`config.mk`:
```
export PLATFORM = sky130hd
export DESIGN_NAME = arq_tx_scheduler
export DESIGN_NICKNAME = d
export VERILOG_FILES = /design/src/rtl/arq_tx_scheduler_pkg.sv /design/src/rtl/arq_timer.sv /design/src/rtl/arq_tx_scheduler.sv
export SDC_FILE = /design/constraint.sdc
export NUM_CORES = 1
export LEC_CHECK = 0
export BUFFER_PORTS_ARGS = -buffer_cell sky130_fd_sc_hd__buf_2
export CORE_AREA = 2 2 64 60
export CTS_CLUSTER_DIAMETER = 80
export DETAILED_ROUTE_END_ITERATION = 7
export DIE_AREA = 0 0 66 62
export GPL_ROUTABILITY_DRIVEN = 1
export PLACE_DENSITY = 0.8
export SLEW_MARGIN = 20
export SYNTH_ARGS = -nofsm -noshare
export SYNTH_HDL_FRONTEND = slang
export SYNTH_SLANG_ARGS = --single-unit
```
`constraint.sdc`:
```
create_clock -name i_clk -period 4.3 [get_ports i_clk]
set_clock_uncertainty 0.1 [all_clocks]
set_input_delay 0.43 -clock i_clk [delete_from_list [all_inputs] [get_ports i_clk]]
set_output_delay 0.43 -clock i_clk [all_outputs]
set_load 0.005 [all_outputs]
```
`src/rtl/arq_tx_scheduler_pkg.sv`:
```
// Shared definitions for the stop-and-wait ARQ transmit scheduler.
package arq_tx_scheduler_pkg;

    localparam int unsigned FRAME_BYTES_DEF    = 4096;
    localparam int unsigned TIMEOUT_CYCLES_DEF = 50000;
    localparam int unsigned MAX_RETRIES_DEF    = 3;

    localparam logic [1:0] ST_IDLE     = 2'd0;
    localparam logic [1:0] ST_SEND_NEW = 2'd1;
    localparam logic [1:0] ST_WAIT_ACK = 2'd2;
    localparam logic [1:0] ST_REPLAY   = 2'd3;

    typedef enum logic [1:0] {
        S_IDLE     = ST_IDLE,
        S_SEND_NEW = ST_SEND_NEW,
        S_WAIT_ACK = ST_WAIT_ACK,
        S_REPLAY   = ST_REPLAY
    } arq_state_e;

    localparam logic ACK_OK  = 1'b1;
    localparam logic ACK_NAK = 1'b0;

endpackage

```
`src/rtl/arq_timer.sv`:
```
// ACK wait timer: counts while enabled, saturates at the terminal count.
module arq_timer
    import arq_tx_scheduler_pkg::*;
#(
    parameter int unsigned TIMEOUT_CYCLES = TIMEOUT_CYCLES_DEF
) (
    input  logic i_clk,
    input  logic i_rst,
    input  logic clear,
    input  logic en,
    output logic tc_c
);

    localparam int unsigned   TW   = $clog2(TIMEOUT_CYCLES);
    localparam logic [TW-1:0] TERM = TW'(TIMEOUT_CYCLES - 1);

    logic [TW-1:0] count;

    always_ff @(posedge i_clk or negedge i_rst) begin
        if (!i_rst) begin
            count <= '0;
        end else if (clear) begin
            count <= '0;
        end else if (en && !tc_c) begin
            count <= count + TW'(1);
        end
    end

    assign tc_c = (count == TERM);

endmodule

```
`src/rtl/arq_tx_scheduler.sv`:
```
// Stop-and-wait ARQ scheduler: streams line frames to the transmitter,
// records them, and replays on NAK or ACK timeout.
module arq_tx_scheduler
    import arq_tx_scheduler_pkg::*;
#(
    parameter int unsigned FRAME_BYTES    = FRAME_BYTES_DEF,
    parameter int unsigned TIMEOUT_CYCLES = TIMEOUT_CYCLES_DEF,
    parameter int unsigned MAX_RETRIES    = MAX_RETRIES_DEF
) (
    input  logic                           i_clk,
    input  logic                           i_rst,
    input  logic                           i_arq_en,
    input  logic                           i_line_frame_avail,
    input  logic                           i_line_valid,
    output logic                           o_line_rd_en,
    input  logic                           i_tx_ready,
    output logic                           o_tx_valid,
    output logic                           o_tx_sof,
    output logic                           o_sel_replay,
    output logic                           o_rec_wr_en,
    output logic [$clog2(FRAME_BYTES)-1:0] o_rec_addr,
    input  logic                           i_ack_valid,
    input  logic                           i_ack,
    output logic                           o_line_retrans_req,
    output logic [1:0]                     o_retry_cnt,
    output logic                           o_frame_fail,
    output logic                           o_busy
);

    localparam int unsigned   AW        = $clog2(FRAME_BYTES);
    localparam logic [AW-1:0] LAST_BYTE = AW'(FRAME_BYTES - 1);
    localparam logic [1:0]    RETRY_MAX = 2'(MAX_RETRIES);

    arq_state_e    state, state_n;
    logic [AW-1:0] cnt, cnt_n;
    logic [1:0]    retry_cnt, retry_n;
    logic          arq_mode, arq_mode_n;
    logic          fail_n;
    logic          timer_clr, timer_en, timeout_c;

    arq_timer #(
        .TIMEOUT_CYCLES(TIMEOUT_CYCLES)
    ) u_timer (
        .i_clk (i_clk),
        .i_rst (i_rst),
        .clear (timer_clr),
        .en    (timer_en),
        .tc_c  (timeout_c)
    );

    always_ff @(posedge i_clk or negedge i_rst) begin
        if (!i_rst) begin
            state        <= S_IDLE;
            cnt          <= '0;
            retry_cnt    <= '0;
            arq_mode     <= 1'b0;
            o_frame_fail <= 1'b0;
        end else begin
            state        <= state_n;
            cnt          <= cnt_n;
            retry_cnt    <= retry_n;
            arq_mode     <= arq_mode_n;
            o_frame_fail <= fail_n;
        end
    end

    always_comb begin
        state_n      = state;
        cnt_n        = cnt;
        retry_n      = retry_cnt;
        arq_mode_n   = arq_mode;
        fail_n       = 1'b0;
        timer_clr    = 1'b1;
        timer_en     = 1'b0;
        o_line_rd_en = 1'b0;
        o_tx_valid   = 1'b0;
        o_tx_sof     = 1'b0;
        o_sel_replay = 1'b0;
        o_rec_wr_en  = 1'b0;
        o_rec_addr   = '0;

        case (state)
            S_IDLE: begin
                arq_mode_n = i_arq_en;
                cnt_n      = '0;
                retry_n    = '0;
                if (i_line_frame_avail) begin
                    state_n = S_SEND_NEW;
                end
            end

            S_SEND_NEW: begin
                o_tx_valid = i_line_valid;
                o_tx_sof   = i_line_valid && (cnt == '0);
                o_rec_addr = cnt;
                if (i_line_valid && i_tx_ready) begin
                    o_line_rd_en = 1'b1;
                    o_rec_wr_en  = arq_mode;
                    if (cnt == LAST_BYTE) begin
                        cnt_n   = '0;
                        state_n = arq_mode ? S_WAIT_ACK : S_IDLE;
                    end else begin
                        cnt_n = cnt + AW'(1);
                    end
                end
            end

            S_WAIT_ACK: begin
                timer_clr = 1'b0;
                timer_en  = 1'b1;
                // ACK is tested first so it wins over a coincident timeout
                if (i_ack_valid && (i_ack == ACK_OK)) begin
                    state_n = S_IDLE;
                    retry_n = '0;
                    cnt_n   = '0;
                end else if ((i_ack_valid && (i_ack == ACK_NAK)) || timeout_c) begin
                    cnt_n = '0;
                    if (retry_cnt < RETRY_MAX) begin
                        state_n = S_REPLAY;
                        retry_n = retry_cnt + 2'd1;
                    end else begin
                        state_n = S_IDLE;
                        retry_n = '0;
                        fail_n  = 1'b1;
                    end
                end
            end

            S_REPLAY: begin
                o_tx_valid   = 1'b1;
                o_tx_sof     = (cnt == '0);
                o_sel_replay = 1'b1;
                o_rec_addr   = cnt;
                if (i_tx_ready) begin
                    if (cnt == LAST_BYTE) begin
                        cnt_n   = '0;
                        state_n = S_WAIT_ACK;
                    end else begin
                        cnt_n = cnt + AW'(1);
                    end
                end
            end

            default: begin
                state_n = S_IDLE;
            end
        endcase
    end

    assign o_retry_cnt        = retry_cnt;
    assign o_busy             = (state != S_IDLE);
    assign o_line_retrans_req = (state == S_WAIT_ACK) || (state == S_REPLAY) ||
                                ((state == S_SEND_NEW) && arq_mode);

endmodule
```
==> impl_metrics.tcl, run 1 <==
set metrics [dict create \
    comb_power_share 0.163 \
    ant_nets 0 \
    final_common_cell "dfrtp_1" \
    initial_core_util 0.5551 \
    vdd_drop_max_uv 223.8 \
    clk_pin_slew_worst_paths_ps 70 \
    tritoncts.num_buffers 5 \
    synth_edf_count 0 \
    die_w_um 66 \
    ys_seq_area_frac 0.4353 \
    synth_top_cell_by_area "dfrtp_1" \
    ys_ff_latch 34 \
    arrival_ps 2640 \
    criticalPathCategory "flip-flop to flip-flop" \
    wl_um 4030 \
    end_kind "flip-flop" \
    hp-class "input port to async pin" \
    cts.sinks 34 \
    tns_ps 0 \
    antenna_cells 0 \
    areaGrowthSynthToFinish_pct 13.25 \
    cts_buffer_depth 2 \
    startpoint_type "flip-flop" \
    outcome "complete, no violations" \
    swShare 0.2892 \
    first_global_vias 1441 \
    intPower_uw 526.3 \
    syn_area_um2 1954 \
    drt_iter0_drc 134 \
    period_share 0.5979 \
    max_cap_violations 0 \
    port_buffers 29 \
    drive_above_1_share 0.1673 \
    cts_hold_buf 0 \
    grt_setup_unrepaired "no" \
    netlist_top_cells_area "dfrtp_1 44%, nor2_1 6.1%, xor2_1 4.0%" \
    clk_latency_ps 280 \
    final_cell_mix "34 x dfrtp_1, 32 x nor2_1, 29 x buf_2" \
    synthFlopType "dfrtp_1" \
    period_needed_ps 2571 \
    slew-limit-headroom 0.5113 \
    setup_viol 0 \
    ioPinCount 30 \
    core_area_um2 3521 \
    syn_inst 216 \
    cts_tree "yes" \
    cts-root-buf "clkbuf_8" \
    clock.fmax_ghz 0.3889 \
    ys_async_sr_fraction 1.000 \
    yosysUniqueCellTypes 46 \
    vias 1682 \
    p_seq_frac 0.514 \
    hpwl_um 2842 \
    yosys_warnings 0 \
    num_rows 21 \
    grt_max_degree 35 \
    worstPathRequired_ps 4370 \
    fill_cells 308 \
    drc 0 \
    fin_nets 256 \
    p_switching_uw 214.1 \
    syn_nets 228 \
    antenna_found_initial 0 \
    leakagePower_nw 1.018 \
    syn_area_per_cell_um2 9.048 \
    grt_use_total 0.2143 \
    via_per_inst 5.780 \
    finalHoldViolations 0 \
    power_uw 740.4 \
    slew_violations 0 \
    die_area_um2 4092 \
    gr-total-overflow 0 \
    dr.pass1.iters 4 \
    wl_per_cell_um 13.85 \
    gp_congestion 0.8225 \
    clockPowerShare 0.323 \
    cts_setup_buffers 0 \
    htreeDepth 2 \
    power_density_nw_per_um2 334.5 \
    synth_top_area_share 0.4353 \
    grt_pass1_wl_um 6548 \
    path_max_fanout 19 \
    ctsResizeCount 0 \
    die_y_um 62 \
    tightest_slew_ps 733.0 \
]
-- power by group through the flow --
stage | Combinational (mW) | Sequential (mW) | Clock, mW
CTS | 0.122 | 0.379 | 0.241
floorplan | 0.0776 | 0.374 | 0
global placement | 0.119 | 0.384 | 0
global route | 0.142 | 0.385 | 0.257
detailed placement | 0.121 | 0.385 | 0
finish | 0.121 | 0.380 | 0.239
-- Yosys cell counts, types with 2 or more instances --
cell type,number
a211oi_1,2
a21o_1,2
a21oi_1,8
a31oi_1,6
and2_1,11
and3_1,2
and4_1,4
and4b_1,2
buf_2,4
clkbuf_1,4
dfrtp_1,34
ha_1,4
inv_1,7
nand2_1,17
nand2b_1,2
nand3_1,8
nand4_1,5
nor2_1,32
nor2b_1,3
nor3_1,4
nor4_1,5
o21ai_0,7
o21ai_1,7
o21ba_1,2
o31a_1,2
or3_1,4
xor2_1,9
-- state kept, by name (all words and copies together), names as in the netlist --
| signal | count |
|---|---|
| o_frame_fail | 1 |
| o_retry_cnt | 2 |
| cnt | 12 |
| state | 2 |
| u_timer.count | 16 |
| arq_mode | 1 |
-- cells by family after synthesis --
kind of cell | Yosys count | synth area share
compound gates | 45 | 0.1511
mux | 3 | 0.01664
buf+inv | 15 | 0.03137
flops | 34 | 0.4353
xor+xnor | 10 | 0.04482
simple gates | 105 | 0.2951
fa+ha+maj | 4 | 0.02561
-- per-stage QoR --
| step | area, um^2 | instances | utilization | hold WS [ps] | setup slack (ps) |
|---|---|---|---|---|---|
| 2_1_floorplan | 1954 | 216 | - | 34.41 | 2354 |
| 3_5_place_dp | 2122 | 283 | 0.6027 | 435.9 | 1800 |
| 5_1_grt | 2213 | 291 | 0.6286 | 175.2 | 1611 |
| 4_1_cts | 2213 | 291 | 0.6286 | 130.5 | 1791 |
| 6_report | 2213 | 291 | 0.6286 | 102.3 | 1729 |
| 3_3_place_gp | 2122 | 283 | 0.6027 | 432.1 | 1912 |
-- layer usage --
layer,up-vias,routed length (um),track usage
li1,833,-,-
met1,801,2012,0.3054
met2,42,1761,0.3175
met3,6,213,0.05766
met4,0,44,0.08163
met5,-,0,0
-- layout make-up --
type                       count  area [um^2]  area share
inverter                       7        26.28     0.01187
clock inverter                 1        5.005    0.002261
sequential                    34        850.8      0.3844
multi-input combinational    167         1042      0.4709
timing repair buffer          29        145.1     0.06557
tap                           46        57.56     0.02600
clock buffer                   7        86.33     0.03901
-- critical path: stages, from the launching register on --
cell	delay, ps
dfrtp_1	670
nand2b_1	580
nor2_1	130
a21o_1	360
or3_1	360
a211o_1	250
-- final timing paths --
path	startpoint	to	slack (ps)	cells after the start
setup / recovery	state[0]	cnt[10]	1730	5
hold / removal	i_rst	u_timer.count[0]	100	1
setup reg to reg	state[0]	cnt[10]	1730	5
hold reg to reg	u_timer.count[2]	u_timer.count[2]	450	1
max in group asynchronous	i_rst	cnt[4]	3520	1
min in group i_clk	i_arq_en	arq_mode	280	2
Power figures use the tool's default switching activity.
==> run 2: changes to the inputs <==
--- a/config.mk
+++ b/config.mk
@@ -5,13 +5,14 @@
 export SDC_FILE = /design/constraint.sdc
 export NUM_CORES = 1
 export LEC_CHECK = 0
+export ABC_AREA = 1
 export BUFFER_PORTS_ARGS = -buffer_cell sky130_fd_sc_hd__buf_2
-export CORE_AREA = 2 2 64 60
+export CORE_AREA = 2 2 72 67
 export CTS_CLUSTER_DIAMETER = 80
 export DETAILED_ROUTE_END_ITERATION = 7
-export DIE_AREA = 0 0 66 62
+export DIE_AREA = 0 0 74 69
 export GPL_ROUTABILITY_DRIVEN = 1
-export PLACE_DENSITY = 0.8
+export PLACE_DENSITY = 0.74
 export SLEW_MARGIN = 20
 export SYNTH_ARGS = -nofsm -noshare
 export SYNTH_HDL_FRONTEND = slang
==> constraint.sdc (replaced) <==
create_clock -name i_clk -period 2.2 [get_ports i_clk]
set_clock_uncertainty 0.1 [all_clocks]
set_input_delay 0.22 -clock i_clk [delete_from_list [all_inputs] [get_ports i_clk]]
set_output_delay 0.22 -clock i_clk [all_outputs]
set_load 0.005 [all_outputs]
==> run 2 against run 1 <==
Effect of this change: via count up 21%; critical path depth did not move; largest power group unchanged; highest routed layer unchanged; area after synthesis up 12%; non-clock buffer count rose by 3.
==> impl_metrics.tcl, run 2 <==
set metrics [dict create \
    syn_area_per_cell_um2 7.024 \
    cts.sinks 34 \
    tightest_slew_ps 769.7 \
    worstPathRequired_ps 1880 \
    drt_iter0_drc 190 \
    num_rows 23 \
    yosys-top-cells-count "81 x nand2_1, 48 x inv_1, 37 x nor2_1" \
    wl_per_cell_um 11.45 \
    tns_ps 0 \
    hp-class "input port to flip-flop" \
    antenna_cells 0 \
    end_kind "output pin" \
    clk_pin_slew_worst_paths_ps 70 \
    areaGrowthSynthToFinish_pct 15.03 \
    drc 0 \
    via_per_inst 4.968 \
    synth_top_area_share 0.3870 \
    gp_congestion 0.9340 \
    period_share 0.8473 \
    final_cell_mix "81 x nand2_1, 48 x inv_1, 37 x nor2_1" \
    cts_buffer_depth 2 \
    syn_area_um2 2198 \
    vias 2032 \
    ant_nets 0 \
    ctsResizeCount 0 \
    cts-root-buf "clkbuf_8" \
    synth_most_common_cell "nand2_1" \
    synthFlopType "dfrtp_1" \
    outcome "complete, no violations" \
    slew-limit-headroom 0.4869 \
    ys_async_sr_fraction 1.000 \
    antenna_found_initial 0 \
    criticalPathCategory "flip-flop to output pin" \
    path_max_fanout 7 \
    largest_reg_flops 16 \
    grt_use_total 0.2035 \
    cp_slowest_cell "dfrtp_1" \
    grt_setup_unrepaired "no" \
    ioPinCount 30 \
    top_regs "u_timer.count (16), cnt (12)" \
    power_density_nw_per_um2 673.5 \
    ys_seq_area_frac 0.3870 \
    netlist_top_cells_area "dfrtp_1 39%, nand2_1 14%, inv_1 8.2%" \
    crit_chain "inv_1, ha_1, nand4_1, nor3_1, buf_2" \
    power_mw 1.703 \
    max_cap_violations 0 \
    critical_path.top_delay_family "flip-flops" \
    syn_nets 325 \
    die_area_um2 5106 \
    hpwl_um 3423 \
    finalHoldViolations 0 \
    dr.pass1.iters 4 \
    arrival_ps 1540 \
    yosysUniqueCellTypes 31 \
    clock.fmax_ghz 0.5365 \
    yosys_warnings 0 \
    grt_max_degree 35 \
    fin_util 0.5819 \
    die_y_um 69 \
    clk_latency_ps 290 \
    initial_core_util 0.5059 \
    synth_top_cell_by_area "dfrtp_1" \
    core_area_um2 4345 \
    r2r_slack_ps 420 \
    first_global_vias 1791 \
    gr-total-overflow 0 \
    leakagePower_nw 1.263 \
    vdd_drop_max_uv 347.5 \
    slowest_delay_ps 450 \
    critPathBufInv 2 \
    regMostFlops "u_timer.count" \
    syn_inst 313 \
    grt_pass1_wl_um 8190 \
    setup_viol 0 \
    port_buffers 29 \
    ys_ff_latch 34 \
    period_needed_ps 1864 \
    wl_um 4684 \
    startpoint_type "flip-flop" \
    final_common_cell "nand2_1" \
    drive_above_1_share 0.1729 \
    synth_edf_count 0 \
    cts_tree "yes" \
    htreeDepth 2 \
    slew_violations 0 \
    tritoncts.num_buffers 5 \
    fin_nets 359 \
    die_w_um 74 \
]
==> run 2: cell types whose count changed after synthesis, moves of 7 or more <==
cell     change
and2_1      -11
inv_1       +41
nand2_1     +64
nand3_1     +12
nand4_1     +11
o21ai_0      +7
==> run 2: cells by family (layout without fill, tap and decap cells) <==
family          after synthesis  after routing  share of synthesized area
flops                        34             34                     0.3870
compound gates               35             35                    0.08879
xor+xnor                      4              4                    0.01594
simple gates                180            180                     0.3848
buf+inv                      56             90                     0.1007
fa+ha+maj                     4              4                    0.02277
==> run 2: per-layer routing <==
layer | global-route usage | share of wire | up-vias
met1 | 0.3092 | 0.51 | 893
met3 | 0.04825 | 0.058 | 9
met4 | 0.06869 | 0.017 | 0
met2 | 0.2817 | 0.41 | 63
li1 | - | - | 1067
met5 | 0 | 0 | -
==> run 2: area by class of cell <==
| class | instances | area, um^2 |
|---|---|---|
| inverters | 51 | 191.4 |
| fillers | 406 | 1817 |
| clock inverters | 1 | 30.03 |
| flip-flops and latches | 34 | 850.8 |
| multi-input cells | 223 | 1126 |
| well taps | 62 | 77.57 |
| clock buffers | 6 | 82.58 |
| repair buffers | 32 | 170.2 |
==> run 2: power by group <==
part           total, mW  switching (mW)  internal, mW
sequential         0.765          0.0861         0.679
clock              0.586           0.224         0.362
combinational      0.352           0.204         0.148
==> run 2: metrics by stage <==
stage | hold slack, ps | instances | worst slack [ps] | area [um^2]
2_1_floorplan | -175.6 | 313 | 650.0 | 2198
3_3_place_gp | 234.4 | 401 | 541.5 | 2406
3_5_place_dp | 240.6 | 401 | 465.1 | 2406
4_1_cts | 30.55 | 409 | 333.2 | 2529
5_1_grt | 57.20 | 409 | 202.2 | 2529
6_report | 33.90 | 409 | 336.0 | 2529
==> run 2: worst paths after layout <==
kind / start / endpoint / cells past startpoint
worst max-delay path: cnt[0] / o_tx_sof / 5
worst min-delay path: i_arq_en / arq_mode / 3
worst max register to register: cnt[0] / cnt[0] / 8
worst min register to register: o_retry_cnt[1] / o_retry_cnt[1] / 2
max in group asynchronous: i_rst / u_timer.count[2] / 2
min in group asynchronous: i_rst / u_timer.count[13] / 2
==> run 2: timing repair <==
| action | CTS | global route |
|---|---|---|
| hold endpoints to repair | 34 | 0 |
| setup buffers | 0 | 0 |
| hold buffers | 1 | 0 |
==> run 2: worst register-to-register path, stage by stage, from the launching register on <==
cell,delay [ps]
dfrtp_1,450
ha_1,300
nand3_1,120
nor2_1,200
nand3_1,110
nand2_1,130
inv_1,70
nand4_1,80
o21ai_0,100
